--- config.mk ---
export PLATFORM = sky130hd
export DESIGN_NAME = pipeline_mem
export DESIGN_NICKNAME = d
export VERILOG_FILES = /design/src/rtl/pipeline_mem.sv
export SDC_FILE = /design/constraint.sdc
export NUM_CORES = 1
export LEC_CHECK = 0
export CAP_MARGIN = 20
export CORE_MARGIN = 2
export CORE_UTILIZATION = 43
export CTS_CLUSTER_DIAMETER = 100
export DETAILED_ROUTE_END_ITERATION = 8
export PLACE_DENSITY = 0.77
export RECOVER_POWER = 50
export SYNTH_ARGS = -nofsm -noshare
export SYNTH_HDL_FRONTEND = slang
export SYNTH_SLANG_ARGS = --single-unit
--- constraint.sdc ---
create_clock -name clk -period 3.77 [get_ports clk]
set_input_delay 1.131 -clock clk [delete_from_list [all_inputs] [get_ports clk]]
set_output_delay 1.131 -clock clk [all_outputs]
set_load 0.1 [all_outputs]
--- src/rtl/pipeline_mem.sv ---
// MEM stage: data-memory access over req/gnt/rvalid, load alignment and
// sign/zero extension, write-back select, stall generation, MEM/WB register.
// Ports: clk/resetn (sync, active-low); *_e_i from EXE; dmem_* data bus;
// stall_m_o freezes IF/ID/EXE; *_m_o registered MEM/WB outputs;
// bypass_m_o is the combinational forward value of the op in MEM.
module pipeline_mem #(
  parameter int ADDR_W = 32,
  parameter int XLEN   = 32
) (
  input  logic              clk,
  input  logic              resetn,
  input  logic              flush_m_i,
  input  logic [XLEN-1:0]   alu_result_e_i,
  input  logic [3:0]        dmem_type_e_i,
  input  logic [XLEN-1:0]   rs2_e_i,
  input  logic [XLEN-1:0]   extended_imm_e_i,
  input  logic [XLEN-1:0]   pc_plus4_e_i,
  input  logic              reg_write_en_e_i,
  input  logic [4:0]        rd_idx_e_i,
  input  logic [3:0]        result_src_e_i,
  input  logic              instr_illegal_e_i,
  output logic              dmem_req_o,
  output logic              dmem_we_o,
  output logic [ADDR_W-1:0] dmem_addr_o,
  output logic [3:0]        dmem_be_o,
  output logic [XLEN-1:0]   dmem_wdata_o,
  input  logic              dmem_gnt_i,
  input  logic              dmem_rvalid_i,
  input  logic [XLEN-1:0]   dmem_rdata_i,
  output logic              stall_m_o,
  output logic [XLEN-1:0]   wb_data_m_o,
  output logic              reg_write_en_m_o,
  output logic [4:0]        rd_idx_m_o,
  output logic              instr_illegal_m_o,
  output logic              ld_misalign_m_o,
  output logic              st_misalign_m_o,
  output logic [XLEN-1:0]   bypass_m_o
);

  typedef enum logic [1:0] {
    IDLE,
    REQ,
    RESP
  } state_t;

  state_t state;

  logic ld, st, sz_b, sz_h, sz_w, sgn;

  always_comb begin
    ld   = 1'b0;
    st   = 1'b0;
    sz_b = 1'b0;
    sz_h = 1'b0;
    sz_w = 1'b0;
    sgn  = 1'b0;
    case (dmem_type_e_i)
      4'b0001: begin ld = 1'b1; sz_b = 1'b1; sgn = 1'b1; end
      4'b0010: begin ld = 1'b1; sz_h = 1'b1; sgn = 1'b1; end
      4'b0011: begin ld = 1'b1; sz_w = 1'b1; end
      4'b0100: begin ld = 1'b1; sz_b = 1'b1; end
      4'b0101: begin ld = 1'b1; sz_h = 1'b1; end
      4'b1000: begin st = 1'b1; sz_b = 1'b1; end
      4'b1001: begin st = 1'b1; sz_h = 1'b1; end
      4'b1010: begin st = 1'b1; sz_w = 1'b1; end
      default: ;
    endcase
  end

  logic [1:0] off;
  logic       mis;
  logic       issue;

  assign off   = alu_result_e_i[1:0];
  assign mis   = (sz_h & off[0]) | (sz_w & (|off));
  assign issue = (state == IDLE) & (ld | st)
               & ~mis & ~flush_m_i;

  logic [3:0]        be_in;
  logic [XLEN-1:0]   wdata_in;
  logic [XLEN-1:0]   sel_in;
  logic [ADDR_W-1:0] addr_in;

  always_comb begin
    be_in    = 4'b0000;
    wdata_in = '0;
    if (sz_b) be_in = 4'b0001 << off;
    if (sz_h) be_in = 4'b0011 << off;
    if (sz_w) be_in = 4'b1111;
    if (st) begin
      if (sz_b) wdata_in = {(XLEN/8){rs2_e_i[7:0]}};
      if (sz_h) wdata_in = {(XLEN/16){rs2_e_i[15:0]}};
      if (sz_w) wdata_in = rs2_e_i;
    end
  end

  // Non-memory part of the one-hot write-back select.
  assign sel_in = (result_src_e_i[0] ? alu_result_e_i   : '0)
                | (result_src_e_i[1] ? extended_imm_e_i : '0)
                | (result_src_e_i[3] ? pc_plus4_e_i     : '0);

  assign addr_in = {alu_result_e_i[ADDR_W-1:2], 2'b00};

  // Everything the access needs is captured at issue, so the
  // upstream inputs (held or not) and late flushes are irrelevant.
  logic [ADDR_W-1:0] addr_q;
  logic [3:0]        be_q;
  logic [XLEN-1:0]   wdata_q;
  logic [XLEN-1:0]   sel_q;
  logic              we_q, ld_q, b_q, h_q, sgn_q;
  logic              src2_q, rwe_q, ill_q;
  logic [1:0]        off_q;
  logic [4:0]        rd_q;

  function automatic logic [XLEN-1:0] ext(
    input logic [XLEN-1:0] d,
    input logic [1:0]      o,
    input logic            b,
    input logic            h,
    input logic            s
  );
    logic [7:0]  b8;
    logic [15:0] h16;
    b8  = d[{o, 3'b000} +: 8];
    h16 = d[{o[1], 4'b0000} +: 16];
    if (b)
      ext = {{(XLEN-8){s & b8[7]}}, b8};
    else if (h)
      ext = {{(XLEN-16){s & h16[15]}}, h16};
    else
      ext = d;
  endfunction

  logic [XLEN-1:0] ld_data;
  logic            done;

  assign ld_data = ext(dmem_rdata_i, off_q, b_q, h_q, sgn_q);
  assign done    = (state == RESP) & dmem_rvalid_i;

  assign stall_m_o = issue | (state == REQ)
                   | ((state == RESP) & ~dmem_rvalid_i);

  assign dmem_req_o   = issue | (state == REQ);
  assign dmem_addr_o  = (state == IDLE) ? addr_in  : addr_q;
  assign dmem_be_o    = (state == IDLE) ? be_in    : be_q;
  assign dmem_wdata_o = (state == IDLE) ? wdata_in : wdata_q;
  assign dmem_we_o    = (state == IDLE) ? st       : we_q;

  always_comb begin
    bypass_m_o = '0;
    if (state == IDLE) begin
      if (!ld) bypass_m_o = sel_in;
    end else if (ld_q) begin
      if (done) bypass_m_o = ld_data;
    end else begin
      bypass_m_o = sel_q;
    end
  end

  always_ff @(posedge clk) begin
    if (!resetn) begin
      state   <= IDLE;
      addr_q  <= '0;
      be_q    <= '0;
      wdata_q <= '0;
      sel_q   <= '0;
      we_q    <= 1'b0;
      ld_q    <= 1'b0;
      b_q     <= 1'b0;
      h_q     <= 1'b0;
      sgn_q   <= 1'b0;
      src2_q  <= 1'b0;
      rwe_q   <= 1'b0;
      ill_q   <= 1'b0;
      off_q   <= '0;
      rd_q    <= '0;
    end else begin
      case (state)
        IDLE: if (issue) begin
          state   <= dmem_gnt_i ? RESP : REQ;
          addr_q  <= addr_in;
          be_q    <= be_in;
          wdata_q <= wdata_in;
          sel_q   <= sel_in;
          we_q    <= st;
          ld_q    <= ld;
          b_q     <= sz_b;
          h_q     <= sz_h;
          sgn_q   <= sgn;
          src2_q  <= result_src_e_i[2];
          rwe_q   <= reg_write_en_e_i;
          ill_q   <= instr_illegal_e_i;
          off_q   <= off;
          rd_q    <= rd_idx_e_i;
        end
        REQ:  if (dmem_gnt_i) state <= RESP;
        RESP: if (dmem_rvalid_i) state <= IDLE;
        default: state <= IDLE;
      endcase
    end
  end

  always_ff @(posedge clk) begin
    if (!resetn || stall_m_o) begin
      wb_data_m_o       <= '0;
      reg_write_en_m_o  <= 1'b0;
      rd_idx_m_o        <= '0;
      instr_illegal_m_o <= 1'b0;
      ld_misalign_m_o   <= 1'b0;
      st_misalign_m_o   <= 1'b0;
    end else if (done) begin
      wb_data_m_o       <= sel_q | (src2_q ? ld_data : '0);
      reg_write_en_m_o  <= rwe_q;
      rd_idx_m_o        <= rd_q;
      instr_illegal_m_o <= ill_q;
      ld_misalign_m_o   <= 1'b0;
      st_misalign_m_o   <= 1'b0;
    end else if (flush_m_i) begin
      wb_data_m_o       <= '0;
      reg_write_en_m_o  <= 1'b0;
      rd_idx_m_o        <= '0;
      instr_illegal_m_o <= 1'b0;
      ld_misalign_m_o   <= 1'b0;
      st_misalign_m_o   <= 1'b0;
    end else begin
      wb_data_m_o       <= sel_in;
      reg_write_en_m_o  <= reg_write_en_e_i & ~mis;
      rd_idx_m_o        <= rd_idx_e_i;
      instr_illegal_m_o <= instr_illegal_e_i;
      ld_misalign_m_o   <= ld & mis;
      st_misalign_m_o   <= st & mis;
    end
  end

endmodule

==> key figures <==
Finish
  • Share of layout cells above drive strength 1: a little under a third
  • Reg area: approximately 3100 µm²
  • Final nets: roughly 1900
  • # fillers: 1699
  • Multi-input logic area: between 7000 and 8000 µm²
  • Area Growth Syn to Fin: 72.45%

Synth
  • Avg Synthesized Cell Area: about 7.7 µm²
  • Area contributors post-synth: dfxtp_1 31%, nand2_1 12%, mux2i_1 9.9%
  • Syn Std Cell Area: ~10000 µm²
  • Syn Inst Count: around 1300
  • Post-synth ARST share: 0%
  • Post-synth top area share: between 30% and 40%
  • Top FF cell, synth: dfxtp_1
  • Ys Warns: 0
  • Post-synthesis cell type count: a little over 70
  • Sequential-to-total area share from yosys stat: approximately 31%
  • Area leader, netlist: dfxtp_1
  • EDFF count, synth: 0
  • Yosys reg bits: 156

Place
  • Number of buffers added on ports: 321
  • Placer Congestion: about 0.97
  • HPWL Detailed: 31140 µm

Setup path
  • Reg2reg start: state[1]
  • Slowest-stage cell, CP: mux4_2
  • CP Depth: 8
  • Critical path endpoint category: output port
  • CP delay by family, top: buffers and inverters
  • Critical Path Source Type: primary input
  • Required @ worst endpoint: approximately 2.6 ns
  • CP bufs+invs: 4
  • Internal reg-to-reg setup slack: approximately 0.75 ns
  • R2R Path End: addr_q[11]
  • Crit-path cells: buf_6 > mux4_2 > buf_6 > a21o_4 > nand2_8 > buf_12 > o221ai_4 > buf_12
  • CP peak stage delay: between 0.5 and 0.6 ns
  • Register-to-Register Path Depth: 6
  • Critical path class: in2out
  • CP max FO: 6
  • Crit path DAT: 2.68 ns

Global routing
  • Antenna violations before repair: 2
  • First-pass GRT wire length: between 60000 and 70000 µm
  • Gr usage total: between 30 and 40%
  • Largest net degree at the start of global routing: 119
  • GRT Residual Overflow: 0
  • Vias in the first global route: ~12000

Power and ir drop
  • Max rail drop VDD: about 340 µV
  • Sw Pwr: 2776 µW
  • Combinational power share: a little under half
  • Total power: between 6000 and 7000 µW
  • Int Pwr: approximately 3800 µW
  • Sw Share: about 42%
  • Register share of total power: about 28%
  • P_leak: 0.006628 µW
  • Clock network power share: a little over a quarter
  • Power per Cell Area: about 380 nW/µm²

Floorplan
  • Core area: 23260 µm²
  • DIE AREA: 24760 µm²
  • Die height: 157.4 µm
  • I/O pin cnt: approximately 320
  • Row cnt: 56
  • Die X: approximately 160 µm
  • Initial Util: a little over two fifths

Status
  • Status: finished with violations
  • Failing checks: setup timing

Clock network
  • CTS tree: built
  • H-tree levels: 4
  • Clk_lat worst skew: 0.43 ns
  • Deepest clock path buffer count: 2
  • Num CTS Buffers: 17
  • Clock sinks: between 150 and 200
  • Clock slew at reported path FFs: roughly 0.070 ns
  • CTS root buffer: clkbuf_16

Routing
  • Wirelength per Cell: ~22 µm
  • Vias: approximately 12000
  • DR pass1 iterations: 6
  • M1 wire length: roughly 18000 µm
  • Routed Antenna Nets: 0
  • Residual DRC: 0
  • Vias per cell: 6.013
  • WL met2: 20940 µm
  • Initial drt markers: around 1300
  • Max Used Layer: met4
  • Final wirelength: roughly 44000 µm
  • WL met3: 4253 µm

Hold path
  • Hold/Removal Path Class: reg2reg
  • Hold endpoint: reg_write_en_m_o
  • Hold wc startpoint: rwe_q
  • Hold Path Depth: 2

Timing
  • Fin. max-slew vios: 0
  • Worst rel slew slack: between 10% and 20%
  • Final Cycle Share: 101.0%
  • RSZ-0062 raised after global routing: true
  • Skew final: around 0.011 ns
  • Fin Hold WS: 0.4593 ns
  • Final-report setup violation count: 8
  • Max Clock Freq: around 260 MHz
  • Tmin final: between 3 and 4 ns
  • Slew @ Worst Pin: around 1.3 ns
  • Final Hold Fails: 0
  • Post-route worst setup slack: -0.03903 ns

Flow run
  • Max Cap Viol: 0
[power groups by stage]
| stage | Clock [µW] | Combinational [µW] | Sequential [µW] |
|---|---|---|---|
| after detailed placement | 0 | 2900 | 1850 |
| final | 1740 | 3040 | 1820 |
| after global placement | 0 | 2880 | 1840 |
| after global routing | 1820 | 3140 | 1820 |
| after floorplan | 0 | 1580 | 2010 |
| after CTS | 1740 | 3030 | 1810 |
[worst register-to-register path, delay by kind of cell (launching register included)]
kind                   cells  cell delay, ns
AOI/OAI and AO/OA          1            0.16
DFF                        1            0.44
muxes                      1            0.28
buffers and inverters      2            0.96
and+or+nand+nor            2            1.10
[through the flow]
stage	util [%]	instance area (µm²)	cells	worst slack (ns)	TNS, ns
6_report	74.97	17440	2055	-0.03903	-0.2116
4_1_cts	75.27	17510	2049	-0.01965	-0.08746
3_5_place_dp	69.54	16180	1988	-0.4758	-21.69
5_1_grt	74.97	17440	2055	-0.05783	-0.4492
3_3_place_gp	69.54	16180	1988	-0.5125	-21.16
2_1_floorplan	-	10740	1308	-0.8214	-7.623
[Yosys cell counts, types with 20 or more instances]
cell	count
a31oi_1	52
a22oi_1	39
o21ai_0	45
nor2_1	20
buf_2	27
nor3_1	26
nand2b_1	20
a21oi_1	39
clkbuf_1	84
nand3_1	50
mux2i_1	100
nand2_1	334
dfxtp_1	156
a211oi_1	47
[metal layers]
metal,up-vias,global-route usage (%)
met5,-,0
met4,0,10.65
met3,94,7.764
met2,695,57.62
met1,5905,43.75
li1,5662,-
[worst max path at each step]
| stage | end | start | slack [ns] |
|---|---|---|---|
| after global routing | bypass_m_o[14] | dmem_rdata_i[31] | -0.06 |
| after global placement | bypass_m_o[7] | dmem_rdata_i[23] | -0.51 |
| after CTS | bypass_m_o[14] | dmem_rdata_i[31] | -0.02 |
| after detailed placement | bypass_m_o[7] | dmem_rdata_i[7] | -0.48 |
| final | bypass_m_o[14] | dmem_rdata_i[31] | -0.04 |
| after floorplan | bypass_m_o[7] | dmem_type_e_i[2] | -0.82 |
[cell families (layout without fill, tap and decap cells)]
group,Yosys count,in the layout,synth area share (%)
buffers and inverters,151,575,7.138
adders and majority gates,4,4,0.4949
other,1,4,0.03708
muxes,108,108,10.90
DFF,156,156,30.88
AOI/OAI and AO/OA,364,365,26.95
xor gates and xnor gates,3,3,0.2599
and+or+nand+nor,520,521,23.35
[registers in the layout, summed over array words and instances, names as in the netlist]
register	flops
addr_q	30
b_q	1
be_q	4
h_q	1
ill_q	1
instr_illegal_m_o	1
ld_misalign_m_o	1
ld_q	1
off_q	2
rd_idx_m_o	5
rd_q	5
reg_write_en_m_o	1
rwe_q	1
sel_q	32
sgn_q	1
src2_q	1
st_misalign_m_o	1
state	2
wb_data_m_o	32
wdata_q	32
we_q	1
[cell usage in the layout (no fill, tap or decap), drive strengths merged, types with 15 or more instances in the layout]
| cell type | count |
|---|---|
| o21ai | 47 |
| a211oi | 63 |
| o2bb2ai | 16 |
| clkbuf | 64 |
| o2111ai | 20 |
| a31oi | 52 |
| nand2 | 335 |
| and2 | 16 |
| mux2i | 100 |
| dfxtp | 156 |
| a22oi | 39 |
| a21oi | 40 |
| a311oi | 15 |
| nand2b | 20 |
| nor2 | 20 |
| nor3 | 27 |
| inv | 15 |
| nand3 | 51 |
| a222oi | 18 |
| buf | 315 |
| clkdlybuf4s50 | 162 |
| o221ai | 15 |
[layout make-up]
| type | instances | share of cell area (%) |
|---|---|---|
| diodes | 2 | 0.02870 |
| clock buffers | 17 | 2.439 |
| clock inverters | 15 | 0.8968 |
| inverters | 11 | 0.2654 |
| repair buffers | 532 | 34.14 |
| well taps | 319 | 2.289 |
| flip-flops and latches | 156 | 17.91 |
| multi-input cells | 1003 | 42.03 |
[what timing repair did]
item | CTS | global route
gates resized for setup | 136 | 39
hold buffers | 0 | 0
pin swaps | 28 | 23
hold endpoints to repair | 0 | 0
gates cloned | 10 | 1
setup endpoints to repair | 71 | 79
buffers inserted | 20 | 4
Power figures use the tool's default switching activity.
